### config.mk
export PLATFORM = sky130hd
export DESIGN_NAME = hsi_rx_msg_ctrl
export DESIGN_NICKNAME = d
export VERILOG_FILES = /design/src/rtl/hsi_rx_pkg.sv /design/src/rtl/hsi_rx_buf.sv /design/src/rtl/hsi_rx_msg_ctrl.sv
export SDC_FILE = /design/constraint.sdc
export NUM_CORES = 1
export LEC_CHECK = 0
export CORE_MARGIN = 1.5
export CORE_UTILIZATION = 60
export CTS_CLUSTER_DIAMETER = 40
export DETAILED_ROUTE_END_ITERATION = 12
export GPL_TIMING_DRIVEN = 1
export PLACE_DENSITY = 0.79
export SYNTH_ARGS = -nofsm -noshare
export SYNTH_HDL_FRONTEND = slang
export SYNTH_HIERARCHICAL = 1
export SYNTH_SLANG_ARGS = --single-unit
### constraint.sdc
create_clock -name clk -period 5.7 [get_ports clk]
set_input_delay 0.57 -clock clk [delete_from_list [all_inputs] [get_ports clk]]
set_output_delay 0.57 -clock clk [all_outputs]
set_load 0.05 [all_outputs]
### src/rtl/hsi_rx_pkg.sv
`default_nettype none
// ============================================================================
//  Module   : hsi_rx_pkg
//  Purpose  : Shared definitions for the HSI receive message controller:
//             FSM state encoding and the default buffer depth / gap length.
//  Revision : 1.0 - initial release
// ============================================================================
package hsi_rx_pkg;

    localparam int DEPTH_DEFAULT     = 16;
    localparam int GAP_TICKS_DEFAULT = 192;

    typedef enum logic [1:0] {
        ST_IDLE    = 2'd0,
        ST_RECV    = 2'd1,
        ST_DRAIN   = 2'd2,
        ST_DISCARD = 2'd3
    } state_e;

endpackage : hsi_rx_pkg
`default_nettype wire

### src/rtl/hsi_rx_buf.sv
`default_nettype none
// ============================================================================
//  Module   : hsi_rx_buf
//  Purpose  : DEPTH x 8 message byte store. One synchronous write port and
//             one combinational read port. Storage is never reset.
//  Ports    : clk      - system clock
//             we_i     - write enable
//             waddr_i  - write address
//             wdata_i  - write data
//             raddr_i  - read address
//             rdata_o  - read data (combinational)
//  Revision : 1.0 - initial release
// ============================================================================
module hsi_rx_buf #(
    parameter int DEPTH = 16,
    parameter int AW    = $clog2(DEPTH)
) (
    input  logic          clk,
    input  logic          we_i,
    input  logic [AW-1:0] waddr_i,
    input  logic [7:0]    wdata_i,
    input  logic [AW-1:0] raddr_i,
    output logic [7:0]    rdata_o
);

    logic [7:0] mem_q [DEPTH];

    always_ff @(posedge clk) begin
        if (we_i) begin
            mem_q[waddr_i] <= wdata_i;
        end
    end

    assign rdata_o = mem_q[raddr_i];

endmodule : hsi_rx_buf
`default_nettype wire

### src/rtl/hsi_rx_msg_ctrl.sv
`default_nettype none
// ============================================================================
//  Module   : hsi_rx_msg_ctrl
//  Purpose  : Collects decoded bytes into a message buffer, closes the
//             message after GAP_TICKS idle bit ticks, then either drains it
//             through a valid/ready read port (good message) or discards it
//             (parity error or overflow). The decoder is held off while a
//             message is drained or discarded.
//  Ports    : clk, rst           - clock, synchronous active-high reset
//             clk_en             - bit-rate tick shared with the decoder
//             dc_q/dc_q_rdy      - decoded byte and its valid strobe
//             dc_pb_err          - frame received with parity error
//             dc_en              - decoder enable
//             rd_data/rd_valid/rd_ready - byte read-out handshake
//             msg_len            - length of the last good message
//             msg_done/msg_err   - one-cycle completion / discard pulses
//             busy               - controller not in IDLE
//             err_cnt            - saturating discard count
//  Config   : HSI_RX_ERR_CNT_EN  - when defined, adds err_cnt port/counter
//  Revision : 1.0 - initial release
// ============================================================================
module hsi_rx_msg_ctrl
    import hsi_rx_pkg::*;
#(
    parameter int DEPTH     = DEPTH_DEFAULT,
    parameter int GAP_TICKS = GAP_TICKS_DEFAULT
) (
    input  logic                      clk,
    input  logic                      rst,
    input  logic                      clk_en,
    input  logic [7:0]                dc_q,
    input  logic                      dc_q_rdy,
    input  logic                      dc_pb_err,
    output logic                      dc_en,
    output logic [7:0]                rd_data,
    output logic                      rd_valid,
    input  logic                      rd_ready,
    output logic [$clog2(DEPTH):0]    msg_len,
    output logic                      msg_done,
    output logic                      msg_err,
    output logic                      busy
`ifdef HSI_RX_ERR_CNT_EN
    ,
    output logic [7:0]                err_cnt
`endif
);

    localparam int AW = $clog2(DEPTH);
    localparam int CW = AW + 1;
    localparam int GW = $clog2(GAP_TICKS + 1);

    state_e          state_q, state_d;
    logic [AW-1:0]   wr_ptr_q, wr_ptr_d;
    logic [CW-1:0]   count_q, count_d;
    logic [CW-1:0]   rd_ptr_q, rd_ptr_d;
    logic [CW-1:0]   len_q, len_d;
    logic [GW-1:0]   gap_q, gap_d;
    logic            err_q, err_d;
    logic            done_q, done_d;
    logic            merr_q, merr_d;

    logic            w_we;
    logic            w_rx_byte;
    logic            w_rx_perr;
    logic            w_rd_avail;
    logic [CW-1:0]   w_rd_next;

    // Frame strobes are only meaningful on a bit tick.
    assign w_rx_byte  = clk_en & dc_q_rdy;
    assign w_rx_perr  = clk_en & dc_pb_err;
    assign w_rd_avail = (state_q == ST_DRAIN) && (rd_ptr_q < len_q);
    assign w_rd_next  = rd_ptr_q + CW'(1);

    hsi_rx_buf #(
        .DEPTH (DEPTH)
    ) u_buf (
        .clk     (clk),
        .we_i    (w_we),
        .waddr_i (wr_ptr_q),
        .wdata_i (dc_q),
        .raddr_i (rd_ptr_q[AW-1:0]),
        .rdata_o (rd_data)
    );

    // State register
    always_ff @(posedge clk) begin
        if (rst) begin
            state_q <= ST_IDLE;
        end else begin
            state_q <= state_d;
        end
    end

    // Datapath registers
    always_ff @(posedge clk) begin
        if (rst) begin
            wr_ptr_q <= '0;
            count_q  <= '0;
            rd_ptr_q <= '0;
            len_q    <= '0;
            gap_q    <= '0;
            err_q    <= 1'b0;
            done_q   <= 1'b0;
            merr_q   <= 1'b0;
        end else begin
            wr_ptr_q <= wr_ptr_d;
            count_q  <= count_d;
            rd_ptr_q <= rd_ptr_d;
            len_q    <= len_d;
            gap_q    <= gap_d;
            err_q    <= err_d;
            done_q   <= done_d;
            merr_q   <= merr_d;
        end
    end

    // Next-state and datapath update
    always_comb begin
        state_d  = state_q;
        wr_ptr_d = wr_ptr_q;
        count_d  = count_q;
        rd_ptr_d = rd_ptr_q;
        len_d    = len_q;
        gap_d    = gap_q;
        err_d    = err_q;
        done_d   = 1'b0;
        merr_d   = 1'b0;
        w_we     = 1'b0;

        case (state_q)
            ST_IDLE, ST_RECV: begin
                // A frame event always beats a gap timeout on the same tick.
                if (w_rx_byte || w_rx_perr) begin
                    state_d = ST_RECV;
                    gap_d   = '0;
                    if (w_rx_perr) begin
                        err_d = 1'b1;
                    end else if (count_q == CW'(DEPTH)) begin
                        err_d = 1'b1;
                    end else begin
                        w_we     = 1'b1;
                        wr_ptr_d = wr_ptr_q + AW'(1);
                        count_d  = count_q + CW'(1);
                    end
                end else if ((state_q == ST_RECV) && clk_en) begin
                    if (gap_q == GW'(GAP_TICKS - 1)) begin
                        gap_d = '0;
                        if (err_q) begin
                            state_d = ST_DISCARD;
                            merr_d  = 1'b1;
                        end else begin
                            state_d = ST_DRAIN;
                            done_d  = 1'b1;
                            len_d   = count_q;
                        end
                    end else begin
                        gap_d = gap_q + GW'(1);
                    end
                end
            end

            ST_DRAIN: begin
                if (w_rd_avail && rd_ready) begin
                    rd_ptr_d = w_rd_next;
                    if (w_rd_next == len_q) begin
                        state_d  = ST_IDLE;
                        wr_ptr_d = '0;
                        count_d  = '0;
                        rd_ptr_d = '0;
                        err_d    = 1'b0;
                    end
                end
            end

            ST_DISCARD: begin
                state_d  = ST_IDLE;
                wr_ptr_d = '0;
                count_d  = '0;
                rd_ptr_d = '0;
                err_d    = 1'b0;
            end

            default: begin
                state_d = ST_IDLE;
            end
        endcase
    end

    // Outputs
    always_comb begin
        dc_en    = (state_q == ST_IDLE) || (state_q == ST_RECV);
        busy     = (state_q != ST_IDLE);
        rd_valid = w_rd_avail;
    end

    assign msg_len  = len_q;
    assign msg_done = done_q;
    assign msg_err  = merr_q;

`ifdef HSI_RX_ERR_CNT_EN
    logic [7:0] err_cnt_q;

    always_ff @(posedge clk) begin
        if (rst) begin
            err_cnt_q <= '0;
        end else if (merr_q && (err_cnt_q != 8'hFF)) begin
            err_cnt_q <= err_cnt_q + 8'd1;
        end
    end

    assign err_cnt = err_cnt_q;
`endif

endmodule : hsi_rx_msg_ctrl
`default_nettype wire

# ---- Word-level counts from Yosys, hierarchy flattened
# Memory sizes are Yosys's and may differ from the RTL's. A register that Yosys moved wholly into a read port is not among the register bits.
# Cells that the tools add are included.
dict set report op_classes {
  addsub 4
  mul 0
  div 0
  magnitude_cmp 1
  n_eq_ne 14
  shifts 0
  muxes 41
  n_bitwise 7
  n_reduce_logical 17
}
# operator n
set ops {}
lappend ops {{two-way mux 5 bit} 7}
lappend ops {{two-way mux 4 bit} 7}
lappend ops {{two-way mux 8 bit} 3}
lappend ops {{case mux 5 bit (3 select lines)} 1}
lappend ops {{two-way mux 1 bit} 14}
lappend ops {{case mux 4 bit (3 select lines)} 1}
lappend ops {{adder 5 x 1 -> 5 bit, second input constant} 2}
lappend ops {{two-way mux 2 bit} 5}
lappend ops {{case mux 5 bit (2 select lines)} 1}
lappend ops {{AND reduction 5 bit} 2}
lappend ops {{inequality test 3 bit, second input constant} 3}
lappend ops {{adder 8 x 1 -> 8 bit, second input constant} 1}
lappend ops {{== test 8 bit, second input constant} 1}
lappend ops {{AND reduction 4 bit} 2}
lappend ops {{inequality test 2 bit, second input constant} 3}
lappend ops {{case mux 2 bit (3 select lines)} 1}
lappend ops {{nonzero test 2 bit} 3}
lappend ops {{== test 5 bit} 1}
lappend ops {{== test 5 bit, second input constant} 1}
lappend ops {{less-than comparator 5 bit} 1}
lappend ops {{inverter 1 bit} 5}
lappend ops {{OR reduction 5 bit} 1}
lappend ops {{adder 4 x 1 -> 4 bit, second input constant} 1}
lappend ops {{== test 2 bit, second input constant} 2}
lappend ops {{9 further kinds} 15}
dict set report totals {
  ff_bits 32
  latch_bits 0
  ram_bits 128
  romBits 0
  in_bits 14
  out_inout_bits 18
  wordCells 94
  memories 1
}
# memory words width rd rd_ports_with_merged_regs write_ports line_no
set mem_list {}
lappend mem_list {u_buf.mem_q 16 8 1 1 1 hsi_rx_buf.sv:26} ;# logic [7:0] mem_q [DEPTH];

# ---- Logic depth before layout (Yosys ltp)
# Gate-level depths: netlist (run 1).
dict set report logic_depth {
  ltp_word 7
  depth_mapped 7
}

# ---- Cells and area by module
# The synthesis (run 1) kept the hierarchy.
# module n_inst cells_each area_per_inst_um2 seq_area_each_um2
set modules_own_cells {}
lappend modules_own_cells {hsi_rx_buf 1 221 4987.3 3843.7}
lappend modules_own_cells {hsi_rx_msg_ctrl 1 203 1781.7 640.6}

# ---- Least setup slack after synthesis (run 1)
# OpenSTA, ideal clock, no wires.
dict set report synth_timing {
  path_type {register -> register}
  start {reg count_q[0]}
  end {mem u_buf.mem_q[0][0] (enable)}
  setup_time_ns 0.383
  arrival_ns 2.420
  required_ns 5.317
  slack_ns 2.897
  stages_incl_launch_ff 8
  synth_period_minus_slack_ns 2.803
  cell_sequence {dfxtp_1 > inv_1 > ha_1 > a32oi_1 > and4_1 > buf_2 > or3b_2 > nor3_1}
}
dict set report synth_between {
  elab_chain_len 7
}
# element line_no
set synth_lines {}
lappend synth_lines {{from (decl)} hsi_rx_msg_ctrl.sv:54} ;# logic [CW-1:0] count_q, count_d;
lappend synth_lines {{from (signal assigned)} hsi_rx_msg_ctrl.sv:107} ;# count_q <= count_d;
lappend synth_lines {{== test 5 bit} hsi_rx_msg_ctrl.sv:138} ;# end else if (count_q == CW'(DEPTH)) begin
lappend synth_lines {{two-way mux 1 bit} hsi_rx_msg_ctrl.sv:138}
lappend synth_lines {{two-way mux 1 bit} hsi_rx_msg_ctrl.sv:136} ;# if (w_rx_perr) begin
lappend synth_lines {{two-way mux 1 bit} hsi_rx_msg_ctrl.sv:133} ;# if (w_rx_byte || w_rx_perr) begin
lappend synth_lines {{two-way mux 1 bit} hsi_rx_msg_ctrl.sv:130} ;# case (state_q)
lappend synth_lines {{via w_we} hsi_rx_msg_ctrl.sv:62} ;# logic w_we;
lappend synth_lines {{two-way mux 1 bit} hsi_rx_buf.sv:29} ;# if (we_i) begin
lappend synth_lines {{two-way mux 1 bit (implied by the code)} hsi_rx_buf.sv:30} ;# mem_q[waddr_i] <= wdata_i;
lappend synth_lines {{to (decl)} hsi_rx_buf.sv:26}
# The timed path passes the listed nets, and every way through them passes these cells.

==> summary.md, run 1 <==
| Metric | Value |
|---|---|
| Status | finished, final reports clean |
| Number of global-route vias before repair | 3867 |
| Vias per cell | 6.46 |
| Critical Path RT | 5.13 ns |
| Post_cts resized | 0 |
| CP peak stage delay | 0.72 ns |
| Final min period | 3.85 ns |
| Port Buffer Count | 31 |
| Worst-path cell chain | buf_4 > mux4_1 > a22oi_1 > nand2_1 > clkdlybuf4s50_1 |
| Total Nets Final | 485 |
| Finish-stage setup viols | 0 |
| Total design power | 2600 uW |
| Async set or reset register ratio after synthesis | 0% |
| Clock buffer depth | 2 |
| WS Path Type | register to output port |
| First-pass GRT wire length | 21100 um |
| CTS tree | yes |
| Yosys reg bits | 160 |
| Clk_lat worst skew | 0.43 ns |
| Placed Cells | 582 |
| I/O pin count | 32 |
| Final Util | 71.1% |
| Final worst setup slack | 1.85 ns |
| Die H | 109 um |
| Sink Count | 160 |
| Cts hold-fix bufs | 0 |
| Root buffer cell | clkbuf_16 |
| EDFF count, synth | 128 |
| Initial Util | 61.9% |
| TritonCTS Buffers | 17 |
| Mapped Cells | 424 |
| Detailed Place HPWL | 8370 um |
| # DRC | 0 |
| Setup TNS | 0 ns |
| Post-Syn Area | 6770 um^2 |
| Layout cells sized above 1 | 13.5% |
| Clock transition at path regs | 0.06 ns |
| Total vias in the final route | 3966 |
| Post-route clock skew | 0.0114 ns |
| Mapped Avg Cell Area | 16.0 um^2 |
| Fin. max-slew vios | 0 |
| Num rows | 38 |
| Die ar. | 11900 um^2 |
| Worst-Margin Slew | 1.12 ns |
| PwrDens | 334 nW/um^2 |
| Mapped Nets | 448 |
| DP Worst Slack | 2.01 ns |
| Fin. Hold Viols | 0 |
| Initial antenna violation count | 0 |
| Most common cell after layout, fill and taps aside | edfxtp_1 |
| Yosys warns | 6 |
| Hold Startpoint | err_q |
| Yosys cell types | 54 |
| Period utilization | 67.5% |
| Crit-path leading delay family | buffers and inverters |
| GR Overflow Total | 0 |
| Die extent in x | 109 um |
| Flop2flop setup slack | 2.26 ns |
| Pre-antenna DRT Iters | 6 |
| CP Launch Point | rd_ptr_q[0] |
| Worst setup EP type | output port |
| Top FF cell, synth | edfxtp_1 |
| Final Non-Filler Cells | 614 |
| Wirelength per Cell | 22.0 um |
| Leak | 0.00256 uW |
| Antenna viol nets, final | 0 |
| WL final | 13500 um |
| Global Route Usage Sum | 24.9% |
| Startpoint class of the critical path | register |
| Largest net degree at the start of global routing | 29 |
| Worst EP arrival | 3.28 ns |
| Commonest non-fill, non-tap cells in the layout | edfxtp_1, nor2_1, dfxtp_1, clkdlybuf4s50_1 |
| Ant diodes | 0 |
| Area Overhead vs Synth | 14.9% |
| Register area share after synthesis | 66.2% |
| Slew HR | 25.1% |
| DRT iter0 DRCs | 334 |
| # fillers | 699 |
| Worst path bufs/invs | 2 |
| Fmax achieved | 260 MHz |
| Max-cap violations | 0 |
| Min-Delay Path Class | register to register |
| Setup Buffers After CTS | 0 |
| Gpl congestion | 0.795 |
| Crit-path max FO | 23 |
| R2r startpoint | count_q[0] |
| Slowest cell on crit path | clkdlybuf4s50_1 |
| RSZ-0062 raised after global routing | no |
| Core Area | 10900 um^2 |
| Htree depth | 4 |
| Maximum VDD drop | 0.000251 V |
==> cells by family after synthesis <==
logic type / synth area share [%]
flip-flops: 66.2
AND/OR/NAND/NOR: 7.89
AO/OA/AOI/OAI: 7.01
multiplexers: 12.2
buffers and inverters: 2.44
XOR/XNOR: 2.40
adder cells (fa/ha/maj): 1.85
==> path summary, 6_finish.rpt <==
check	depth (start not counted)	end
setup / recovery	5	rd_data[5]
hold reg to reg	1	msg_done
setup reg to reg	6	u_buf/mem_q[0][4]
hold / removal	1	msg_done
==> metal layers <==
layer	track usage [%]	vias to the layer above	part of all wire, %
met3	6.69	33	7.6
met4	8.81	0	2.1
met1	34.5	1989	41
li1	-	1763	-
met2	38.4	181	50
met5	0	-	0
==> cells in the mapped netlist, types with 7 or more instances <==
| master | n | area, um^2 |
|---|---|---|
| a21oi_1 | 11 | 55.1 |
| a22oi_1 | 18 | 135 |
| dfxtp_1 | 32 | 641 |
| edfxtp_1 | 128 | 3840 |
| ha_1 | 10 | 125 |
| inv_1 | 10 | 37.5 |
| mux4_1 | 14 | 368 |
| mux4_2 | 18 | 405 |
| nand2_1 | 18 | 67.6 |
| nand3_1 | 10 | 50.1 |
| nor2_1 | 36 | 135 |
| nor3_1 | 7 | 35.0 |
| o21ai_0 | 13 | 65.1 |
| xnor2_1 | 11 | 96.3 |
==> power breakdown <==
part	total, uW	switching (uW)	leakage [uW]	internal, uW
Sequential	1280	13.6	0.00141	1270
Clock	1160	468	0.000289	695
Combinational	153	102	0.000858	51.3
==> state kept, by name, summed over array words and instances, names as in the netlist <==
name,cells
u_buf/mem_q,128
msg_len,5
wr_ptr_q,4
count_q,5
msg_done,1
msg_err,1
state_q,2
gap_q,8
err_q,1
rd_ptr_q,5
==> area by class of cell <==
class                      instances  area (um^2)  area share (%)
timing repair buffer              36          348            4.47
tap                              140          175            2.25
sequential                       160         4490            57.7
clock inverter                    15          183            2.35
multi-input combinational        235         2120            27.3
inverter                          11         41.3           0.531
clock buffer                      17          425            5.47
==> per-stage QoR <==
stage,instance area (um^2),hold WS (ns)
2_1_floorplan,6770,0.423
3_3_place_gp,7170,0.465
3_5_place_dp,7170,0.479
4_1_cts,7780,0.492
5_1_grt,7780,0.519
6_report,7780,0.487
==> worst register-to-register path: cells and delay by family (launching register included) <==
family,cells,cell delay [ns]
adders and majority gates,1,0.21
buffers and inverters,1,0.08
DFF,1,0.48
and+or+nand+nor,3,2.00
AOI/OAI and AO/OA,1,0.29
Power figures use the tool's default switching activity.
==> run 2, diff against run 1 <==
--- a/config.mk
+++ b/config.mk
@@ -6,11 +6,11 @@
 export NUM_CORES = 1
 export LEC_CHECK = 0
 export CORE_MARGIN = 1.5
-export CORE_UTILIZATION = 60
+export CORE_UTILIZATION = 54
 export CTS_CLUSTER_DIAMETER = 40
 export DETAILED_ROUTE_END_ITERATION = 12
 export GPL_TIMING_DRIVEN = 1
-export PLACE_DENSITY = 0.79
+export PLACE_DENSITY = 0.75
 export SYNTH_ARGS = -nofsm -noshare
 export SYNTH_HDL_FRONTEND = slang
 export SYNTH_HIERARCHICAL = 1
==> constraint.sdc (replaced) <==
create_clock -name clk -period 3.36 [get_ports clk]
set_input_delay 0.336 -clock clk [delete_from_list [all_inputs] [get_ports clk]]
set_output_delay 0.336 -clock clk [all_outputs]
set_load 0.05 [all_outputs]
==> run 2 against run 1 <==
  * Power increased by 73%
  * Final cell count up 7.5%
  * Global-route usage is 1.6 points lower
  * Critical path type unchanged
  * Utilization is 5.1 points lower
  * Die area increased by 11%
  * Hold slack improved by 0.0077 ns
  * Sequential power grew 70%
==> summary.md, run 2 (synthesized netlist as in run 1, its figures left out) <==
| Metric | Value |
|---|---|
| Status | finished, final reports clean |
| First-pass GRT wire length | 22000 um |
| RSZ-0062 raised after global routing | no |
| Die ar. | 13200 um^2 |
| Clk_lat worst skew | 0.42 ns |
| Clock buffer depth | 2 |
| DRT iter0 DRCs | 286 |
| WS Path Type | register to output port |
| Area of the multi-input gates | 2120 um^2 |
| Most common cell after layout, fill and taps aside | edfxtp_1 |
| Sink Count | 160 |
| Worst EP arrival | 2.91 ns |
| Pre-antenna DRT Iters | 5 |
| Number of flip-flops under the largest register name | 128 |
| # fillers | 811 |
| Worst-Margin Slew | 0.781 ns |
| Total design power | 4490 uW |
| Global Route Usage Sum | 23.2% |
| Leak | 0.00269 uW |
| Port Buffer Count | 31 |
| Ant diodes | 0 |
| CP peak stage delay | 0.73 ns |
| Startpoint class of the critical path | register |
| Setup TNS | 0 ns |
| Gate power share | 6.0% |
| Finish-stage setup viols | 0 |
| Total Nets Final | 503 |
| WL final | 14100 um |
| Initial antenna violation count | 0 |
| GR Overflow Total | 0 |
| Core Area | 12100 um^2 |
| Die extent in x | 115 um |
| Area Overhead vs Synth | 18.1% |
| Vias per cell | 6.04 |
| Hold-critical path depth | 1 |
| Antenna viol nets, final | 0 |
| Cell Int Power | 3500 uW |
| Total vias in the final route | 3985 |
| Maximum VDD drop | 0.000377 V |
| Critical Path RT | 3.02 ns |
| Largest Register | u_buf/mem_q |
| Die H | 115 um |
| Final min period | 3.25 ns |
| Fin. Hold Viols | 0 |
| Fmax achieved | 308 MHz |
| Post-route clock skew | 0.00828 ns |
| NetSw | 990 uW |
| Commonest non-fill, non-tap cells in the layout | edfxtp_1, nor2_1, dfxtp_1 |
| Htree depth | 4 |
| Largest registers | u_buf/mem_q: 128 flops, gap_q: 8 flops |
| Clock transition at path regs | 0.06 ns |
| Register area | 4490 um^2 |
| R2R depth | 6 |
| Slew HR | 47.7% |
| Clk pwr share | 45.7% |
| Wirelength per Cell | 21.4 um |
| Min-Delay Path Class | register to register |
| Period utilization | 96.6% |
| Largest net degree at the start of global routing | 29 |
| Setup Buffers After CTS | 0 |
| Sw Share | 22.0% |
| Crit-path max FO | 25 |
| Num rows | 40 |
| Max-cap violations | 0 |
| Slowest cell on crit path | clkdlybuf4s50_1 |
| Flop pwr share | 48.4% |
| Detailed Place HPWL | 8560 um |
| Worst setup EP type | output port |
| CTS tree | yes |
| Worst-path cell chain | buf_12 > mux4_1 > a22oi_1 > nand2_1 > clkdlybuf4s50_1 |
| # DRC | 0 |
| Fin. max-slew vios | 0 |
| Hold WS | 0.495 ns |
| Gpl congestion | 0.792 |
| Initial Util | 55.9% |
| TritonCTS Buffers | 17 |
| PwrDens | 562 nW/um^2 |
| Layout cells sized above 1 | 16.9% |
| Final Util | 66.0% |
| Number of global-route vias before repair | 4010 |
| I/O pin count | 32 |
| Root buffer cell | clkbuf_16 |
[run 2: cell types whose count changed in the layout (fill, tap and decap cells not counted), sizes merged]
cell           previous run  this run
dlymetal6s2s              0         1
clkdlybuf4s50            31        29
clkbuf                   17        18
bufinv                    3         4
buf                       5        24
clkinvlp                  3         1
inv                      15        16
clkinv                    5         4
[run 2: final timing paths]
| path | from | end | slack [ns] |
|---|---|---|---|
| setup / recovery | rd_ptr_q[0] | rd_data[3] | 0.11 |
| setup reg to reg | count_q[0] | u_buf/mem_q[10][5] | 0.84 |
| hold reg to reg | err_q | msg_done | 0.49 |
| hold / removal | err_q | msg_done | 0.49 |
[run 2: routing by layer]
metal	vias to the layer above	global-route usage [%]	wire length [um]
met5	-	0	0
met4	0	7.24	204
met3	16	5.43	854
met2	160	37.9	7120
met1	2008	31.5	5960
li1	1801	-	-
[run 2: power by group through the flow]
| stage | registers, uW | clock network (uW) | logic (uW) |
|---|---|---|---|
| global route | 2170 | 2160 | 290 |
| floorplan | 2200 | 0 | 169 |
| global placement | 2210 | 0 | 260 |
| detailed placement | 2210 | 0 | 266 |
| finish | 2170 | 2050 | 269 |
| CTS | 2170 | 2080 | 269 |
[run 2: worst max-delay path: cells and delay by family (launching register included)]
family,cells,cell delay (ns)
buffers and inverters,2,0.97
AOI/OAI and AO/OA,1,0.33
DFF,1,0.40
and+or+nand+nor,1,0.11
muxes,1,0.67
[run 2: area by class of cell]
type / instances / area share, %
flip-flops and latches: 160 / 56.1
clock buffers: 18 / 5.37
inverters: 11 / 0.516
well taps: 168 / 2.63
repair buffers: 54 / 6.35
clock inverters: 14 / 2.52
multi-input cells: 235 / 26.5
[run 2: what timing repair did]
| item | in CTS | in global routing |
|---|---|---|
| gates resized for setup | 0 | 1 |
| setup endpoints to repair | 0 | 1 |
| hold buffers | 0 | 0 |
[run 2: stage by stage]
step	instances	setup WS, ns	area [um^2]
after CTS	660	0.103	7990
final	660	0.114	8000
after global routing	660	0.0702	8000
after global placement	628	0.684	7360
after floorplan	424	0.557	6770
after detailed placement	628	0.660	7360
==> run 3, diff against run 2 <==
--- a/config.mk
+++ b/config.mk
@@ -13,5 +13,4 @@
 export PLACE_DENSITY = 0.75
 export SYNTH_ARGS = -nofsm -noshare
 export SYNTH_HDL_FRONTEND = slang
-export SYNTH_HIERARCHICAL = 1
 export SYNTH_SLANG_ARGS = --single-unit
==> run 3 against run 2 <==
  * Clock skew is 0.0031 ns higher
  * Hold slack worse by 0.0051 ns
  * Synthesized cell count is 2.4% lower
  * Critical endpoint is now rd_data[2]
  * Largest cell class unchanged
==> summary.md, run 3 <==
| Metric | Value |
|---|---|
| CP peak stage delay | 0.74 ns |
| Number of flip-flops under the largest register name | 128 |
| Detailed Place HPWL | 8500 um |
| Flop2flop setup slack | 0.65 ns |
| Ant diodes | 0 |
| Final Non-Filler Cells | 643 |
| Total Nets Final | 489 |
| Global Route Usage Sum | 22.1% |
| First-pass GRT wire length | 21100 um |
| Antenna viol nets, final | 0 |
| Largest Register | u_buf.mem_q |
| Yosys cell types | 47 |
| Worst R2R End | count_q[2] |
| Post-route clock skew | 0.0114 ns |
| DRT iter0 DRCs | 342 |
| RSZ-0062 raised after global routing | no |
| Cts hold-fix bufs | 0 |
| Post_cts resized | 0 |
| Maximum VDD drop | 0.000294 V |
| TritonCTS Buffers | 17 |
| Fin. max-slew vios | 0 |
| Post-Synth Adder-Cell Area | 2.40% |
| Clock buffer depth | 2 |
| Crit-path max FO | 32 |
| Vias per cell | 5.73 |
| Top FF cell, synth | edfxtp_1 |
| Mapped Nets | 441 |
| Post-Syn Area | 6780 um^2 |
| Largest net degree at the start of global routing | 33 |
| Top Metal Used | met4 |
| Htree depth | 4 |
| Critical Path End | rd_data[2] |
| Gpl congestion | 0.794 |
| Leak | 0.00252 uW |
| Top post-synthesis cells by area | edfxtp_1, mux4_2, dfxtp_1 |
| Mux contribution to synthesized area | 14.2% |
| Synth area leader | edfxtp_1 |
| Async set or reset register ratio after synthesis | 0% |
| Mapped Cells | 414 |
| Wirelength per Cell | 20.2 um |
| Fin. Hold Viols | 0 |
| PwrDens | 549 nW/um^2 |
| Status | finished, final reports clean |
| Register area share after synthesis | 67.3% |
| Placed Cells | 611 |
| Max-cap violations | 0 |
| Post-Synth XOR/XNOR Area | 1.42% |
| Met2 wire length | 6640 um |
| Port Buffer Count | 31 |
| Fmax achieved | 315 MHz |
| Worst-Margin Slew | 0.773 ns |
| Die H | 115 um |
| Yosys warns | 0 |
| Synth cell count leaders | edfxtp_1, mux4_2, nor2_1 |
| Top cell type's share of synthesized area | 56.7% |
| Initial Util | 56.0% |
| WS Path Type | register to output port |
| Setup TNS | 0 ns |
| Post-route cell area | 7970 um^2 |
| Final min period | 3.17 ns |
| Simple-gate portion of the synthesized area | 8.50% |
| Clock transition at path regs | 0.06 ns |
| Most frequent cell after synthesis | edfxtp_1 |
| DR WL met3 | 632 um |
| Startpoint class of the critical path | register |
| Worst EP arrival | 2.83 ns |
| Largest family of logic cells by synthesized area | multiplexers |
| Die extent in x | 115 um |
| Worst-path cell chain | buf_12 > mux4_2 > mux4_2 > clkdlybuf4s50_1 |
| Pre-antenna DRT Iters | 5 |
| Placed cell area | 7350 um^2 |
| Worst setup EP type | output port |
| Most common cell after layout, fill and taps aside | edfxtp_1 |
| Die ar. | 13200 um^2 |
| Sink Count | 164 |
| R2r startpoint | rd_ptr_q[0] |
| Met1 WL | 5570 um |
| Layout cells sized above 1 | 20.2% |
| Slew HR | 48.3% |
| Clk_lat worst skew | 0.42 ns |
| Setup Buffers After CTS | 0 |
| I/O pin count | 32 |
| CTS tree | yes |
| Num rows | 40 |
| Critical Path RT | 3.02 ns |
| Commonest non-fill, non-tap cells in the layout | edfxtp_1, mux4_2, nor2_1 |
| Area Overhead vs Synth | 17.4% |
| R2R depth | 7 |
| Number of global-route vias before repair | 3816 |
| Finish-stage setup viols | 0 |
| Final Util | 65.8% |
| Period utilization | 94.3% |
| Root buffer cell | clkbuf_16 |
| GR Overflow Total | 0 |
| EDFF count, synth | 128 |
| Crit-path most repeated cell | mux4_2 |
| Min-Delay Path Class | register to register |
| Total vias in the final route | 3685 |
| Synth Area in Compound Gates | 4.04% |
| WL final | 13000 um |
| Core Area | 12100 um^2 |
| Slowest cell on crit path | clkdlybuf4s50_1 |
| Yosys reg bits | 164 |
| Largest registers | u_buf.mem_q: 128 flops, gap_q: 8 flops |
| Hold WS | 0.490 ns |
| Initial antenna violation count | 0 |
| # DRC | 0 |
| Mapped Avg Cell Area | 16.4 um^2 |
==> run 3: kinds of logic after synthesis <==
group,count (synthesis)
DFF,164
buffers and inverters,31
adders and majority gates,13
AOI/OAI and AO/OA,36
and+or+nand+nor,113
muxes,46
xor gates and xnor gates,11
==> run 3: worst min-delay path by stage <==
| stage | cells after the start | slack (ns) | startpoint | to |
|---|---|---|---|---|
| final | 2 | 0.49 | gap_q[1] | gap_q[1] |
| after global routing | 2 | 0.51 | gap_q[1] | gap_q[1] |
| after detailed placement | 2 | 0.48 | gap_q[1] | gap_q[1] |
| after global placement | 2 | 0.47 | gap_q[1] | gap_q[1] |
| after floorplan | 0 | 0.43 | dc_q[0] | u_buf.mem_q[0][0] |
| after CTS | 2 | 0.49 | gap_q[1] | gap_q[1] |
==> run 3: layer usage <==
metal  GRT usage, %  vias up
li1               -     1724
met3           4.59       12
met4           9.63        0
met1           28.5     1846
met2           36.7      103
met5              0        -
==> run 3: cell type report <==
type	count	area, um^2
fillers	886	4150
inverters	10	37.5
repair buffers	50	465
flip-flops and latches	164	4570
well taps	168	210
clock inverters	12	179
clock buffers	20	437
multi-input cells	219	2070
==> run 3: worst max-delay path, delay by kind of cell (launching register included) <==
family,cells,cell delay [ns]
buffers and inverters,2,1.00
DFF,1,0.35
muxes,2,1.05
==> run 3: report_power, final <==
group          switching (uW)  internal [uW]  total (uW)
clock network             753           1240        2000
logic                    88.7           57.6         146
registers                22.2           2210        2230
total                     864           3510        4370
==> run 3: per-stage QoR <==
step	setup slack [ns]	power [uW]
finish	0.190	4370
global route	0.0903	4500
CTS	0.140	4410
detailed placement	0.556	2420
global placement	0.620	2410
floorplan	0.781	2350
